<file path="src/rtl/fetch_pkg.sv">
// Shared fetch-path types and Sysbus tag constants for the instruction line fetcher.
package fetch_pkg;

    typedef enum logic [2:0] {IDLE, REQ, RECV, DONE, DRAIN} lf_state_t;

    // Sysbus tag prefix fields: read command, memory space.
    localparam logic       SYSBUS_READ   = 1'b1;
    localparam logic [3:0] SYSBUS_MEMORY = 4'b0001;
    localparam logic [4:0] READ_MEM_TAG  = {SYSBUS_READ, SYSBUS_MEMORY};

endpackage

</file>
<file path="src/rtl/imem_line_fetcher.sv">
// Instruction-fetch bus master: one aligned SYSBUS_READ per request, LINE_BEATS
// response beats assembled into a line, handed out over valid/ready; redirect flush drains.
module imem_line_fetcher
    import fetch_pkg::*;
#(
    parameter int         BUS_DATA_WIDTH = 64,
    parameter int         BUS_TAG_WIDTH  = 13,
    parameter int         LINE_BEATS     = 8,
    parameter logic [7:0] TAG_ID         = 8'h00,
    localparam int        LINE_W         = BUS_DATA_WIDTH * LINE_BEATS
) (
    input  logic                      clk,
    input  logic                      reset,
    input  logic                      req_valid,
    output logic                      req_ready,
    input  logic [63:0]               req_addr,
    input  logic                      flush,
    output logic                      line_valid,
    input  logic                      line_ready,
    output logic [LINE_W-1:0]         line_data,
    output logic [63:0]               line_addr,
    output logic                      busy,
    output logic                      bus_reqcyc,
    input  logic                      bus_reqack,
    output logic [BUS_DATA_WIDTH-1:0] bus_req,
    output logic [BUS_TAG_WIDTH-1:0]  bus_reqtag,
    input  logic                      bus_respcyc,
    output logic                      bus_respack,
    input  logic [BUS_DATA_WIDTH-1:0] bus_resp,
    input  logic [BUS_TAG_WIDTH-1:0]  bus_resptag
);

    localparam int            OFS  = $clog2(LINE_W / 8);
    localparam int            CW   = $clog2(LINE_BEATS);
    localparam logic [CW-1:0] LAST = CW'(LINE_BEATS - 1);

    lf_state_t     state;
    logic [CW-1:0] cnt;
    logic          flush_seen;
    logic [63:0]   aligned_addr;
    logic          accept;

    // Only one request is ever outstanding, so the response tag carries no information.
    logic unused_inputs;
    assign unused_inputs = ^{bus_resptag, req_addr[OFS-1:0]};

    assign aligned_addr = {req_addr[63:OFS], {OFS{1'b0}}};
    assign req_ready    = (state == IDLE) & ~flush;
    assign accept       = req_valid & req_ready;
    assign busy         = (state != IDLE);
    assign bus_respack  = bus_respcyc & ((state == RECV) | (state == DRAIN));

    always_ff @(posedge clk or negedge reset) begin
        if (!reset) begin
            state      <= IDLE;
            cnt        <= '0;
            flush_seen <= 1'b0;
            bus_reqcyc <= 1'b0;
            bus_req    <= '0;
            bus_reqtag <= '0;
            line_valid <= 1'b0;
            line_data  <= '0;
            line_addr  <= '0;
        end else begin
            case (state)
                IDLE: begin
                    if (accept) begin
                        bus_req    <= BUS_DATA_WIDTH'(aligned_addr);
                        line_addr  <= aligned_addr;
                        bus_reqtag <= BUS_TAG_WIDTH'({READ_MEM_TAG, TAG_ID});
                        bus_reqcyc <= 1'b1;
                        flush_seen <= 1'b0;
                        state      <= REQ;
                    end
                end
                REQ: begin
                    // The read cannot be withdrawn once strobed; a flush here only
                    // turns the coming burst into a drain.
                    if (bus_reqack) begin
                        bus_reqcyc <= 1'b0;
                        flush_seen <= 1'b0;
                        state      <= (flush_seen | flush) ? DRAIN : RECV;
                    end else if (flush) begin
                        flush_seen <= 1'b1;
                    end
                end
                RECV: begin
                    if (bus_respcyc) begin
                        cnt <= cnt + 1'b1;
                        if (!flush)
                            line_data[cnt*BUS_DATA_WIDTH +: BUS_DATA_WIDTH] <= bus_resp;
                        if (cnt == LAST) begin
                            state      <= flush ? IDLE : DONE;
                            line_valid <= ~flush;
                        end else if (flush) begin
                            state <= DRAIN;
                        end
                    end else if (flush) begin
                        state <= DRAIN;
                    end
                end
                DONE: begin
                    if (flush || line_ready) begin
                        line_valid <= 1'b0;
                        state      <= IDLE;
                    end
                end
                DRAIN: begin
                    if (bus_respcyc) begin
                        cnt <= cnt + 1'b1;
                        if (cnt == LAST)
                            state <= IDLE;
                    end
                end
                default: state <= IDLE;
            endcase
        end
    end

endmodule

</file>
<file path="config.mk">
export PLATFORM = sky130hd
export DESIGN_NAME = imem_line_fetcher
export DESIGN_NICKNAME = d
export VERILOG_FILES = /design/src/rtl/fetch_pkg.sv /design/src/rtl/imem_line_fetcher.sv
export SDC_FILE = /design/constraint.sdc
export NUM_CORES = 1
export LEC_CHECK = 0
export CORE_AREA = 5 5 310 312
export DETAILED_ROUTE_END_ITERATION = 7
export DIE_AREA = 0 0 315 317
export PLACE_DENSITY = 0.57
export SETUP_SLACK_MARGIN = 0.5
export SLEW_MARGIN = 15
export SYNTH_ARGS = -nofsm -noshare
export SYNTH_HDL_FRONTEND = slang
export SYNTH_SLANG_ARGS = --single-unit
</file>
<file path="constraint.sdc">
create_clock -name clk -period 3.45 [get_ports clk]
set_input_delay 1.035 -clock clk [delete_from_list [all_inputs] [get_ports clk]]
set_output_delay 1.035 -clock clk [all_outputs]
set_load 0.005 [all_outputs]
</file>
Yosys cells after proc, flatten, opt, wreduce, memory -nomap -nowiden --
Index checks and enable logic that the tools add are counted. W data, S select, Z words.
Operators by class: bitwise logic cells 6, shift operators 2, muxes and demuxes 23, equal/unequal tests 13, $add $sub $neg 2, reduce and logical (&&, ||, !) cells 13
Operators with widths (count):
- $bwmux W512 | 1
- $shift A64 B34 Y512 const A | 1
- $shiftx A64 B34 Y512 | 1
- $neg A9 Y34 | 1
- $mux W3 | 9
- $pmux W3 S5 | 1
- $ne A2 B2 Y1 const B | 5
- $reduce_and A3 Y1 | 3
- $mux W1 | 8
- $eq A3 B2 Y1 const B | 2
- $eq A3 B3 Y1 const B | 2
- $pmux W1 S2 | 3
- $reduce_and A5 Y1 | 1
- $ne A2 B1 Y1 const B | 2
- $reduce_and A2 Y1 | 2
- $reduce_and A4 Y1 | 1
- $reduce_bool A2 Y1 | 2
- $add A3 B1 Y3 const B | 1
- $and A1 B1 Y1 | 3
- $eq A3 B1 Y1 const B | 1
- $logic_not A3 Y1 | 1
- $ne A3 B3 Y1 const B | 1
- $reduce_bool A3 Y1 | 1
- $mux W2 | 1
- 4 further kinds | 5
Word-level totals: input bits 148, logic and storage cells 67, register bits 580, output and inout bits 658

Longest topological paths before layout --
word-level depth 5, gate-level depth with buffers 11, mapped depth without buffers 6

Worst setup path after synthesis --
Ideal clock, no wire load.
kind register -> register, start point register cnt[0], end point register line_data[196], stages on the path, launching flop included 11, period minus slack after synthesis 3.293 ns, slack 0.157 ns, buffers on the path 4, arrival time 3.169 ns, path through dfrtp_1 -> clkbuf_1 -> clkbuf_1 -> inv_1 -> ha_1 -> ha_1 -> clkbuf_1 -> o31ai_1 -> nor3_2 -> clkbuf_1 -> mux2_2
On the way: word-level cells in the longest chain between the ends 3, elaborated cells on any way between the ends 4, classes of those cells add/sub (1); shift (2); mux (1)
Ends and longest elaborated chain:
- start: declaration | line imem_line_fetcher.sv:38 | logic [CW-1:0] cnt;
- start signal: assignment | line imem_line_fetcher.sv:89 | cnt <= cnt + 1'b1;
- start signal: assignment | line imem_line_fetcher.sv:110 | cnt <= cnt + 1'b1;
- $neg A9 Y34 (*) | line imem_line_fetcher.sv:91 | line_data[cnt*BUS_DATA_WIDTH +: BUS_DATA_WIDTH] <= bus_resp;
- $shiftx A64 B34 Y512 / $shift A64 B34 Y512 (equally long branches) | line imem_line_fetcher.sv:91
- $bwmux W512 (*) | line imem_line_fetcher.sv:91
- end signal: indexed assignment | line imem_line_fetcher.sv:91
- end: declaration | line imem_line_fetcher.sv:20 | output logic [LINE_W-1:0] line_data,
Mark *: on every way between the ends. The rest lies on a longest branch, timed or not. A chain may end at the register's enable or synchronous reset.

Worst setup path after layout --
start point input flush, end point output req_ready
On the way: word-level cells in the longest chain between the ends 2
Ends and longest elaborated chain:
- start: declaration | line imem_line_fetcher.sv:17 | input logic flush,
- $not A1 Y1 (no line)
- $and A1 B1 Y1 | line imem_line_fetcher.sv:48 | assign req_ready = (state == IDLE) & ~flush;
- end: declaration | line imem_line_fetcher.sv:15 | output logic req_ready,
No other way between the ends.

==> impl_metrics.yaml <==
synth:
  netlist_area_mm2: 0.02458
  avgSynthCellArea_um2: 14.26
  yosys_most_used_dff: "dfrtp_1"
  async_reset_ff_share_pct: 100.0
  synth_edf_count: 0
  seq_area_frac_synth_pct: 59.05
  ys_ff_latch: 580
  synth_cells: 1724
  yosysUniqueCellTypes: 55
  yosysWarnings: 0
pwr:
  ir_drop_mv: 0.3340
  swShare_pct: 30.65
  fin_total_pwr_mw: 21.22
  combPwrFrac_pct: 28.3
  intPower_mw: 14.72
  p_sw_mw: 6.505
  powerDensity_mw_per_mm2: 586.5
  leakagePower_nw: 16.71
  clockPowerShare_pct: 34.4
  power_frac_seq_pct: 37.3
clocking:
  clk_pin_slew_worst_paths_ns: 0.06
  cts_buffer_depth: 3
  clk_latency_ns: 0.62
  cts_buffers: 70
  htreeDepth: 3
  cts_sinks: 580
  cts_root_buffer: "clkbuf_16"
  cts_hold_buf: 0
  cts_tree: "built"
timing:
  slew_headroom_pct: 29.73
  timing.final.hold_violations: 0
  fmax_ghz: 0.3486
  rsz0062_at_grt: "true"
  period_share_pct: 83.15
  finalClockSkew_ns: 0.01804
  setup-violations-final: 0
  fin_crit_ns: 2.869
  drv_slew: 0
  worst_pin_slew_ns: 1.045
place:
  dp_hpwl_mm: 68.20
  place_area_mm2: 0.03374
  place_congestion: 0.8223
  portBuffers: 763
floorplan:
  die_area_mm2: 0.09986
  die_h_um: 317
  rows: 112
  die_x_um: 315
  initial_core_util_pct: 26.49
  ios: 806
  core-area_mm2: 0.09277
detailed_routing:
  firstDrtPassIters: 4
  viasPerCell: 4.343
  drtIter0Drc: 775
  vias: 16590
  wire_per_inst_um: 23.91
  drt_drc_violations_left: 0
  ant_nets: 0
  routed_wl_mm: 91.33
job:
  drv_cap: 0
worst_setup_path:
  critPathMaxFanout: 3
  worstSetupStartpointType: "input pin"
  reg2regPathDepth: 6
  end_kind: "output pin"
  worstSetupPathType: "input pin to output pin"
  required_ns: 2.41
  worstPathArrival_ns: 1.83
cells_and_area:
  nets: 2662
  register_area_mm2: 0.01452
  drive_gt1_share_pct: 28.81
  final_area_mm2: 0.03618
  mostFrequentLayoutCells: "757 x clkdlybuf4s50_1, 575 x dfrtp_1, 434 x mux2_2"
  multi_input_comb_area_mm2: 0.008785
  syn2layout_area_growth_pct: 47.20
  fillCellCount: 8768
  layout_commonest_cell: "clkdlybuf4s50_1"
outcome:
  outcome: "complete, no violations"
grt:
  grt_pass1_wl_mm: 131.8
  grt_pass1_vias: 18240
  grt_max_degree: 70
  gr-total-overflow: 0
  antenna_found_initial: 6
  grt_use_total_pct: 17.74
hold_path:
  hp-class: "input pin to async pin"
==> critical path: stages <==
cell	delay, ns
dlymetal6s2s_1	0.15
nor4_2	0.27
buf_4	0.15
clkdlybuf4s15_1	0.22
==> logic make-up after synthesis <==
family          share of synthesized area [%]
compound gates                         0.5295
fa+ha+maj                              0.3563
buf+inv                                 5.976
flops                                   59.05
simple gates                            7.203
xor+xnor                              0.07128
other cells                           0.01526
mux                                     26.80
==> area by class of cell <==
| class | count | area share [%] |
|---|---|---|
| diodes | 4 | 0.02767 |
| multi-input cells | 919 | 24.28 |
| clock inverters | 23 | 0.6675 |
| inverters | 70 | 0.7262 |
| well taps | 1254 | 4.337 |
| repair buffers | 866 | 24.19 |
| flip-flops and latches | 580 | 40.13 |
| clock buffers | 104 | 5.640 |
==> stage by stage <==
| step | cells | TNS, ns | hold WS (ns) | setup WS (ns) | utilization (%) |
|---|---|---|---|---|---|
| after floorplan | 1746 | 0 | 0.4824 | 0.4932 | - |
| after global placement | 3676 | -0.2097 | 0.4706 | -0.05966 | 36.37 |
| after detailed placement | 3676 | -0.1549 | 0.4740 | -0.02390 | 36.37 |
| after CTS | 3803 | 0 | 0.3902 | 0.3809 | 38.86 |
| after global routing | 3816 | 0 | 0.4163 | 0.4957 | 38.99 |
| final | 3820 | 0 | 0.4158 | 0.5814 | 39.00 |
==> synth_stat cells, types with 5 or more instances <==
master / n / area (µm²)
buf_12: 6 / 120.1
inv_1: 70 / 262.8
mux2i_1: 64 / 640.6
nand2_1: 68 / 255.2
buf_6: 13 / 146.4
buf_1: 6 / 22.52
dfrtp_1: 580 / 14510
nor3b_1: 5 / 37.54
clkbuf_1: 43 / 161.4
mux2_4: 60 / 900.9
buf_2: 25 / 125.1
and2_1: 150 / 938.4
ha_1: 7 / 87.58
and3_1: 42 / 262.8
buf_4: 84 / 630.6
mux2_1: 11 / 123.9
mux2_2: 437 / 4921
==> sequential cells by signal, summed over array words and instances (netlist names) <==
register and flops:
line_data 512, bus_req 58, bus_reqtag 1, cnt 3
line_valid 1, state 3, flush_seen 1, bus_reqcyc 1
==> final timing paths <==
kind / from / end / slack, ns
worst max register to register: cnt[1] / line_data[15] / 0.60
worst min-delay path: reset / line_data[132] / 0.42
worst max-delay path: flush / req_ready / 0.58
worst min register to register: line_data[445] / line_data[445] / 0.48
min in group clk: line_data[445] / line_data[445] / 0.48
max in group asynchronous: reset / line_data[198] / 1.99
==> timing repair <==
item,CTS,global route
gates resized for setup,13,8
buffers inserted,0,13
endpoints found under the setup margin,116,114
pin swaps,1,1
==> routing by layer <==
| layer | up-vias | routed length, µm | global-route usage (%) |
|---|---|---|---|
| met5 | - | 33 | 0 |
| met4 | 6 | 2534 | 4.933 |
| met3 | 131 | 7023 | 6.035 |
| met2 | 517 | 45800 | 30.90 |
| met1 | 8600 | 35950 | 20.97 |
| li1 | 7336 | - | - |
==> power by group through the flow <==
stage / Clock (mW) / Sequential, mW / Combinational (mW)
after floorplan: 0 / 7.90 / 2.76
after global placement: 0 / 8.03 / 5.93
after detailed placement: 0 / 8.06 / 6.01
after CTS: 7.52 / 7.94 / 6.07
after global routing: 7.76 / 7.99 / 6.50
final: 7.29 / 7.92 / 6.01
Power figures use the tool's default switching activity.
